### src/rtl/sim_report_arbiter.sv
// Round-robin owner of the sim_report channel with per-checker verdict aggregation
// and a watchdog that forces a final verdict so unattended runs always terminate.

module sim_report_done_flag (
    input  logic refclk,
    input  logic rst,
    input  logic chk_done,
    input  logic chk_pass,
    output logic done_seen,
    output logic pass_seen
);
    // First chk_done wins; the verdict captured with it is never revised.
    always_ff @(posedge refclk) begin
        if (!rst) begin
            done_seen <= 1'b0;
            pass_seen <= 1'b0;
        end else if (chk_done && !done_seen) begin
            done_seen <= 1'b1;
            pass_seen <= chk_pass;
        end
    end
endmodule

module sim_report_arbiter #(
    parameter int          NUM_REQ        = 4,
    parameter int          HOLD_CYCLES    = 16,
    parameter logic [31:0] TIMEOUT_CYCLES = 32'd1_000_000,
    parameter logic [31:0] IDLE_CODE      = 32'h0000_0000,
    parameter logic [31:0] TIMEOUT_CODE   = 32'hDEAD_0001
) (
    input  logic                  refclk,
    input  logic                  rst,
    input  logic [NUM_REQ-1:0]    req,
    input  logic [NUM_REQ*32-1:0] req_code,
    output logic [NUM_REQ-1:0]    ack,
    input  logic [NUM_REQ-1:0]    chk_done,
    input  logic [NUM_REQ-1:0]    chk_pass,
    output logic [31:0]           sim_report,
    output logic [3:0]            report_owner,
    output logic                  sim_success,
    output logic                  sim_done,
    output logic                  timeout
);
    localparam int PW = (NUM_REQ > 1) ? $clog2(NUM_REQ) : 1;
    localparam int SW = PW + 1;
    localparam int CW = $clog2(HOLD_CYCLES + 1);

    typedef enum logic [1:0] {IDLE, HOLD, FINAL} state_t;

    state_t                   state, state_nxt;
    logic [PW-1:0]            rr, rr_nxt;
    logic [CW-1:0]            cnt, cnt_nxt;
    logic [31:0]              wd, wd_nxt;
    logic [NUM_REQ-1:0]       done_seen, pass_seen;
    logic [NUM_REQ-1:0][31:0] codes;
    logic [NUM_REQ-1:0]       ack_nxt;
    logic [31:0]              report_nxt;
    logic [3:0]               owner_nxt;
    logic                     success_nxt, done_nxt, timeout_nxt;
    logic                     found, arb_slot, complete, expire;
    logic [PW-1:0]            gidx, scan;
    logic [SW-1:0]            sum, nxt_rr;

    assign codes = req_code;

    for (genvar i = 0; i < NUM_REQ; i++) begin : g_chk
        sim_report_done_flag u_flag (
            .refclk    (refclk),
            .rst       (rst),
            .chk_done  (chk_done[i]),
            .chk_pass  (chk_pass[i]),
            .done_seen (done_seen[i]),
            .pass_seen (pass_seen[i])
        );
    end

    // Scan downward so the last hit is the nearest set bit at or after rr.
    always_comb begin
        found = 1'b0;
        gidx  = '0;
        scan  = '0;
        sum   = '0;
        for (int j = NUM_REQ - 1; j >= 0; j--) begin
            sum = {1'b0, rr} + SW'(j);
            if (sum >= SW'(NUM_REQ))
                sum = sum - SW'(NUM_REQ);
            scan = sum[PW-1:0];
            if (req[scan]) begin
                found = 1'b1;
                gidx  = scan;
            end
        end
        nxt_rr = {1'b0, gidx} + SW'(1);
        if (nxt_rr == SW'(NUM_REQ))
            nxt_rr = '0;
    end

    always_comb begin
        state_nxt   = state;
        rr_nxt      = rr;
        cnt_nxt     = cnt;
        wd_nxt      = wd;
        ack_nxt     = '0;
        report_nxt  = sim_report;
        owner_nxt   = report_owner;
        success_nxt = sim_success;
        done_nxt    = sim_done;
        timeout_nxt = timeout;

        arb_slot = (state == IDLE) || (state == HOLD && cnt == '0);
        complete = arb_slot && !found && (&done_seen);
        expire   = (TIMEOUT_CYCLES != 32'd0) && (state != FINAL) &&
                   (wd == TIMEOUT_CYCLES - 32'd1);

        if (state != FINAL && wd != '1)
            wd_nxt = wd + 32'd1;

        // Completion outranks the watchdog; the watchdog outranks a grant.
        if (complete) begin
            state_nxt   = FINAL;
            done_nxt    = 1'b1;
            success_nxt = &pass_seen;
        end else if (expire) begin
            state_nxt   = FINAL;
            timeout_nxt = 1'b1;
            done_nxt    = 1'b1;
            success_nxt = 1'b0;
            report_nxt  = TIMEOUT_CODE;
        end else if (arb_slot) begin
            if (found) begin
                state_nxt     = HOLD;
                report_nxt    = codes[gidx];
                owner_nxt     = 4'(gidx);
                ack_nxt[gidx] = 1'b1;
                rr_nxt        = nxt_rr[PW-1:0];
                cnt_nxt       = CW'(HOLD_CYCLES - 1);
            end else begin
                state_nxt = IDLE;
            end
        end else if (state == HOLD) begin
            cnt_nxt = cnt - CW'(1);
        end
    end

    always_ff @(posedge refclk) begin
        if (!rst) begin
            state        <= IDLE;
            rr           <= '0;
            cnt          <= '0;
            wd           <= '0;
            ack          <= '0;
            sim_report   <= IDLE_CODE;
            report_owner <= '0;
            sim_success  <= 1'b0;
            sim_done     <= 1'b0;
            timeout      <= 1'b0;
        end else begin
            state        <= state_nxt;
            rr           <= rr_nxt;
            cnt          <= cnt_nxt;
            wd           <= wd_nxt;
            ack          <= ack_nxt;
            sim_report   <= report_nxt;
            report_owner <= owner_nxt;
            sim_success  <= success_nxt;
            sim_done     <= done_nxt;
            timeout      <= timeout_nxt;
        end
    end
endmodule

### config.mk
export PLATFORM = sky130hd
export DESIGN_NAME = sim_report_arbiter
export DESIGN_NICKNAME = d
export VERILOG_FILES = /design/src/rtl/sim_report_arbiter.sv
export SDC_FILE = /design/constraint.sdc
export NUM_CORES = 1
export LEC_CHECK = 0
export CAP_MARGIN = 20
export CORE_MARGIN = 5
export CORE_UTILIZATION = 40
export CTS_CLUSTER_DIAMETER = 100
export DETAILED_ROUTE_END_ITERATION = 10
export PLACE_DENSITY_LB_ADDON = 0.08
export SYNTH_ARGS = -nofsm -noshare
export SYNTH_HDL_FRONTEND = slang
export SYNTH_SLANG_ARGS = --single-unit
### constraint.sdc
create_clock -name refclk -period 2.5 [get_ports refclk]
set_clock_uncertainty 0.1 [all_clocks]
set_input_delay 0.25 -clock refclk [delete_from_list [all_inputs] [get_ports refclk]]
set_output_delay 0.25 -clock refclk [all_outputs]
set_load 0.01 [all_outputs]
# Word-level counts from Yosys, hierarchy flattened

Index checks and enable logic that the tools add are counted.

Word-level logic and storage cells: 120
Output and inout bits: 43
Bits in registers: 90
Bits of input ports: 142

Eq/ne operators: 6
Bitwise gates (word level): 5
Reductions and logical operators: 31
$add $sub $neg: 10
Multiplexer cells: 39
$lt $le $gt $ge: 10

Operators with widths:

| operator                                                                      | count |
|---|---|
| 32-bit 2-to-1 mux                                                             | 4 |
| 32-bit binary-select mux with 2-bit select                                    | 1 |
| 32-bit by 1-bit adder with 32-bit output (second input constant)              | 1 |
| 32-bit by 20-bit == test with 1-bit output (second input constant)            | 1 |
| 32-bit inequality test (second input constant)                                | 1 |
| 2-bit 2-to-1 mux                                                              | 12 |
| 4-bit AND reduction                                                           | 4 |
| 2-bit by 3-bit less-than comparator with 1-bit output (second input constant) | 5 |
| 5-bit 2-to-1 mux                                                              | 3 |
| 1-bit 2-to-1 mux                                                              | 14 |
| 1-bit logical AND                                                             | 10 |
| 3-bit greater-or-equal comparator (second input constant)                     | 3 |
| 1-bit binary-select mux with 2-bit select                                     | 4 |
| 2-bit nonzero test                                                            | 4 |
| 2-bit by 1-bit subtractor with 2-bit output (second input constant)           | 4 |
| 2-bit by 1-bit adder with 3-bit output (second input constant)                | 2 |
| 2-bit by 2-bit adder with 3-bit output (second input constant)                | 2 |
| 1-bit logical NOT                                                             | 5 |
| 5-bit logical NOT                                                             | 1 |
| 1-bit inverter                                                                | 5 |
| 5-bit OR reduction                                                            | 1 |
| 5-bit by 1-bit subtractor with 5-bit output (second input constant)           | 1 |
| 2-bit inequality test (second input constant)                                 | 2 |
| 3-bit == test (second input constant)                                         | 1 |
| 10 further kinds                                                              | 10 |

# Longest topological paths before layout

Gate-level depths: netlist of the first run.

Word-level depth: 14
Mapped depth: 9
Gate-level depth less buffers: 8

# Modules after synthesis

Synthesis of the first run repeated with hierarchy kept, for this count alone.

Cell total of the unflattened synthesis: 534
Area total of the unflattened synthesis: 4823.4 um2

By module, submodules not included:

| module               | sequential area each (um2) | area each (um2) | cells each | times used |
|---|---|---|---|---|
| sim_report_arbiter   | 1641.6                     | 4508.1          | 506        | 1 |
| sim_report_done_flag | 40.0                       | 78.8            | 7          | 4 |

# Least setup slack after synthesis of the first run

OpenSTA, ideal clock, no wires.

Path type: reg-to-reg
Start: reg cnt[0]
End: reg sim_report[0]
Cell stages (with the launch flop): 10
Buffers on the path: 2
Clock period less this slack: 2.177 ns
Setup time: 0.119 ns
Setup slack: 0.323 ns
Arrival time: 1.958 ns
Data required time: 2.281 ns
Cell sequence: dfxtp_1 > inv_1 > ha_1 > or4b_1 > a21oi_2 > nand2b_1 > nand2b_1 > clkbuf_1 > buf_4 > o221a_2

Longest elaborated chain between the ends: 7
Elaborated cells between the ends (all ways): 8
Classes of those cells: bitwise: 1; reduce/logical: 7

Ends and longest elaborated chain:

| element                                  | line | source |
|---|---|---|
| start: declaration                       | 52   | `logic [CW-1:0] cnt, cnt_nxt;` |
| start signal: assignment                 | 160  | `cnt <= cnt_nxt;` |
| 5-bit logical NOT (*)                    | 110  | `arb_slot = (state == IDLE) \|\| (state == HOLD && cnt == '0);` |
| 1-bit logical AND (*)                    | 110  |  |
| 1-bit logical OR (*)                     | 110  |  |
| 1-bit logical AND (2 in a row)           | 111  | `complete = arb_slot && !found && (&done_seen);` |
| 1-bit inverter (no source line)          | --   |  |
| 3-bit AND reduction (no source line) (*) | --   |  |
| end signal: assignment                   | 163  | `sim_report <= report_nxt;` |
| end: declaration                         | 38   | `output logic [31:0] sim_report,` |

Mark *: on every way between the ends. The rest lies on a longest branch, timed or not.
A chain may end at the register's enable or synchronous reset.

# Final worst setup path of the first run

Start: reg cnt[0]
End: reg sim_report[31]

Same word-level chain as after synthesis.

==> impl_metrics.toml, run 1 <==
[status]
status = "finished, final reports clean"

[die]
dieArea_um2 = 14700
start_util = 0.411
io_pins = 185
die_height_um = 121
rows = 40
die_w_um = 121
fp.coreArea_um2 = 12100

[logic_synthesis]
seq_area_frac_synth = 0.364
syn-mean-instance-area_um2 = 9.24
synth-main-ff-cell = "dfxtp_1"
yosysWarnings = 0
async_reset_ff_frac = 0
synth_seq_cells = 90
synth-edff-count = 0
synth_area_um2 = 4950
synthCells = 536
ys_types = 47

[clock_network]
clk_pin_slew_worst_paths_ns = 0.06
cts_inserted_buffers = 9
post_cts_buffers = 0
cts_max_level = 3
cts_tree = "yes"
clock_sinks = 90
root_buffer = "clkbuf_16"
clk_latency_ns = 0.34
clockBufferDepth = 2

[global_routing]
grt_pass1_wl_um = 23300
grt_pass1_vias = 4551
grtUsageTotal = 0.199
grt_max_degree = 53
gr-total-overflow = 0
antenna_found_initial = 0

[place]
place_congestion = 0.862
port_buffers = 182
pre_cts_ws_ns = 0.0925
dp_hpwl_um = 11800

[critical_path]
crit_arrival_ns = 2.47
crit_fanout = 12
crit_required_ns = 2.64
cp-start-kind = "flip-flop"
rr_worst_depth = 8
worstSetupPathType = "flip-flop to flip-flop"
crit_path_end_kind = "flip-flop"

[sta]
tightest_slew_ns = 0.548
fmax_ghz = 0.429
fin_tns_setup_ns = 0
hold_viol = 0
slew-limit-headroom = 0.632
finalCritPeriodShare = 0.932
fin_ws_ns = 0.170
setup_violations = 0
fin_crit_ns = 2.33
maxSlewViolCount = 0
rsz0062_at_grt = "false"

[power_and_ir_drop]
vdd_drop_max_mv = 0.445
p_leak_nw = 2.90
cellPowerDensity_nw_per_um2 = 589

[worst_hold_path]
hp-class = "primary input to flip-flop"
min_delay_path_depth = 2

[final_layout]
mostFrequentLayoutCell = "clkdlybuf4s50_1"
syn2layout_area_growth_pct = 48.6
layout_common_cells = "clkdlybuf4s50_1, dfxtp_1, mux2i_1"
drive_gt1_frac = 0.0809
nFillCells = 1070
fin_nets = 861
n_antenna_cell = 0

[route]
vias_per_cell = 5.33
detail-route-antenna-nets = 0
drtPass1Iterations = 4
wl_um = 15300
drtIter0Drc = 222
wire_per_inst_um = 17.3
drcViolationCount = 0
route.vias.total = 4714

[job]
maxCapViolations = 0
critical path, cell delays in order (launching register included):
cell,delay [ns]
dfxtp_1,0.33
inv_1,0.09
ha_1,0.16
or4b_1,0.49
a21oi_2,0.21
nand2b_1,0.15
nand2b_1,0.20
buf_4,0.20
o221a_2,0.28
layout make-up:
type	count	area [µm²]	area share
multi-input cells	403	2960	0.402
repair buffers	201	2030	0.276
clock inverters	4	73.8	0.0100
inverters	7	26.3	0.00357
flip-flops and latches	90	1800	0.245
well taps	168	210	0.0285
clock buffers	12	256	0.0348
per-stage QoR:
step	power [W]	util	cell area [µm²]	hold WS [ns]	std cells
floorplan	0.00228	-	4960	0.260	537
global route	0.00456	0.610	7360	0.214	885
finish	0.00434	0.610	7360	0.207	885
detailed placement	0.00289	0.582	7030	0.354	869
CTS	0.00440	0.610	7360	0.192	885
global placement	0.00287	0.582	7030	0.348	869
per-layer routing:
metal  vias up  wire length [µm]  track usage
met1      2233              5950        0.223
met2       152              7930        0.355
met4         0               352       0.0651
met3        28              1080       0.0625
met5         -                 0            0
li1       2301                 -            -
registers in the layout, summed over array words and instances, names as in the netlist, 2 cells and up:
name / flops
rr: 2
g_chk.u_flag.done_seen: 4
cnt: 5
state: 2
g_chk.u_flag.pass_seen: 4
ack: 4
wd: 32
sim_report: 32
report_owner: 2
repair_timing:
action,4_1_cts,5_1_grt
hold buffers,0,0
setup endpoints to repair,0,15
hold endpoints to repair,0,0
gates resized for setup,0,2
worst paths after layout:
kind | start | endpoint | slack, ns
setup / recovery | cnt[0] | sim_report[31] | 0.17
hold / removal | rst | cnt[1] | 0.21
setup reg to reg | cnt[0] | sim_report[31] | 0.17
hold reg to reg | sim_report[2] | sim_report[2] | 0.37
power by group:
group	internal, W	switching [W]	leakage, nW	total, W
Clock	0.000931	0.000563	0.163	0.00149
Sequential	0.00156	0.0000721	0.738	0.00163
Combinational	0.000701	0.000516	2.00	0.00122
Total	0.00319	0.00115	2.90	0.00434
cell families after synthesis:
logic type	count (synthesis)	synth area share
compound gates	74	0.124
xor+xnor	24	0.0424
fa+ha+maj	7	0.0177
buf+inv	44	0.0440
flops	90	0.364
mux	81	0.164
other cells	1	0.000757
simple gates	215	0.244
Yosys cell counts, types with 6 or more instances:
master / count / area [µm²]
nor2_1: 11 / 41.3
dfxtp_1: 90 / 1800
and3_1: 6 / 37.5
xor2_1: 18 / 158
nand2_1: 68 / 255
or3_1: 13 / 81.3
mux2i_1: 81 / 811
nor4_1: 9 / 56.3
and4_1: 6 / 52.6
ha_1: 7 / 87.6
o21a_1: 6 / 45.0
inv_1: 7 / 26.3
nor3_1: 10 / 50.1
nand3_1: 11 / 55.1
xnor2_1: 6 / 52.6
a21boi_0: 13 / 97.6
a21oi_1: 6 / 30.0
buf_2: 15 / 75.1
o221a_2: 12 / 135
nand4_1: 16 / 100
o21ai_0: 11 / 55.1
clkbuf_1: 15 / 56.3
nor2b_1: 11 / 68.8
a32o_1: 20 / 200
nand2b_1: 6 / 37.5
and2_1: 28 / 175
Power figures use the tool's default switching activity.
==> run 2: changes to the inputs <==
- clock period: 2.5 -> 2.53 ns (I/O delays scaled with it)
==> impl_metrics.toml, run 2 (synthesis gave the netlist of run 1 again) <==
[final_layout]
syn2layout_area_growth_pct = 47.1
reg_top3 = "sim_report (32), wd (32), cnt (5)"
mostFrequentLayoutCell = "clkdlybuf4s50_1"
fin_area_um2 = 7290
fin_nets = 863
fin_util = 0.604
layout_common_cells = "clkdlybuf4s50_1, dfxtp_1, mux2i_1"
nFillCells = 1077
drive_gt1_frac = 0.0779
n_antenna_cell = 0

[clock_network]
cts_max_level = 3
clock_sinks = 90
clockBufferDepth = 2
post_cts_buffers = 0
root_buffer = "clkbuf_16"
cts_tree = "yes"
cts_inserted_buffers = 9
clk_latency_ns = 0.33
clk_pin_slew_worst_paths_ns = 0.06

[sta]
setup_violations = 0
tightest_slew_ns = 0.753
maxSlewViolCount = 0
hold_viol = 0
fin_crit_ns = 2.37
finalCritPeriodShare = 0.937
rsz0062_at_grt = "false"
whs_ns = 0.180
fin_tns_setup_ns = 0
fin_ws_ns = 0.159
slew-limit-headroom = 0.494
fmax_ghz = 0.422

[route]
detail-route-antenna-nets = 0
route.vias.total = 4640
drtIter0Drc = 172
wire_per_inst_um = 17.4
drcViolationCount = 0
wl_um = 15500
vias_per_cell = 5.23
drtPass1Iterations = 4

[die]
die_height_um = 121
io_pins = 185
die_w_um = 121
dieArea_um2 = 14700
fp.coreArea_um2 = 12100
start_util = 0.411
rows = 40

[global_routing]
grt_pass1_vias = 4652
gr-total-overflow = 0
antenna_found_initial = 0
grtUsageTotal = 0.204
grt_pass1_wl_um = 24200
grt_max_degree = 59

[power_and_ir_drop]
cellPowerDensity_nw_per_um2 = 562
vdd_drop_max_mv = 0.415
p_leak_nw = 2.87

[critical_path]
crit_required_ns = 2.65
worstPathCellList = "or4_1 > nor3_1 > nand4_1 > nand2b_1 > and3_4 > a32o_1"
worstSetupPathType = "flip-flop to flip-flop"
path_buf_inv = 0
cpLargestDelayFamily = "simple AND/OR/NAND/NOR gates"
crit_path_end_kind = "flip-flop"
slowest_stage = "or4_1"
crit_fanout = 20
cpPeakStageDelay_ns = 0.54
crit_arrival_ns = 2.49
cp-start-kind = "flip-flop"

[place]
port_buffers = 182
place_congestion = 0.870
dpl_cell_area_um2 = 7000
pre_cts_ws_ns = 0.0543
dp_hpwl_um = 11800

[job]
maxCapViolations = 0

[status]
status = "finished, final reports clean"

[worst_hold_path]
hp-class = "primary input to flip-flop"
[run 2: changes by cell type in the layout (fill, tap and decap cells not counted), sizes merged]
cell | previous run | this run
buf | 20 | 22
bufinv | 2 | 1
clkbuf | 12 | 13
[run 2: timing repair]
| action | CTS | global route |
|---|---|---|
| hold buffers | 0 | 0 |
| resized for setup | 0 | 1 |
| setup endpoints to repair | 0 | 12 |
| endpoints found under the hold margin | 0 | 0 |
[run 2: final timing paths]
| check | startpoint | end | slack [ns] | cells past startpoint |
|---|---|---|---|---|
| max | wd[12] | sim_report[22] | 0.16 | 6 |
| min | rst | cnt[1] | 0.18 | 2 |
| max reg2reg | wd[12] | sim_report[22] | 0.16 | 6 |
| min reg2reg | sim_report[2] | sim_report[2] | 0.37 | 1 |
[run 2: final cells by class]
type	count	area [µm²]	area share
Multi-Input combinational cell	403	2960	0.406
Sequential cell	90	1800	0.247
Timing Repair Buffer	203	2010	0.276
Inverter	7	26.3	0.00361
Clock inverter	3	40.0	0.00550
Tap cell	168	210	0.0289
Clock buffer	13	240	0.0330
[run 2: layer usage]
layer,vias to the layer above,global-route usage,part of all wire
li1,2291,-,-
met4,0,0.0630,0.015
met5,-,0,0
met2,130,0.371,0.53
met3,18,0.0531,0.063
met1,2201,0.232,0.40
[run 2: where the power goes]
group          leakage, nW  switching [W]  internal (W)
Combinational         2.00       0.000507      0.000681
Sequential           0.738      0.0000732       0.00154
Clock                0.138       0.000527      0.000764
Total                 2.87        0.00111       0.00299
[run 2: through the flow]
stage,power [W],instances
finish,0.00409,887
global route,0.00430,887
CTS,0.00415,887
detailed placement,0.00284,871
global placement,0.00282,871
floorplan,0.00225,537
[run 2: worst register-to-register path: stages (launching register included)]
cell	delay, ns
dfxtp_1	0.35
or4_1	0.54
nor3_1	0.20
nand4_1	0.27
nand2b_1	0.27
and3_4	0.28
a32o_1	0.24
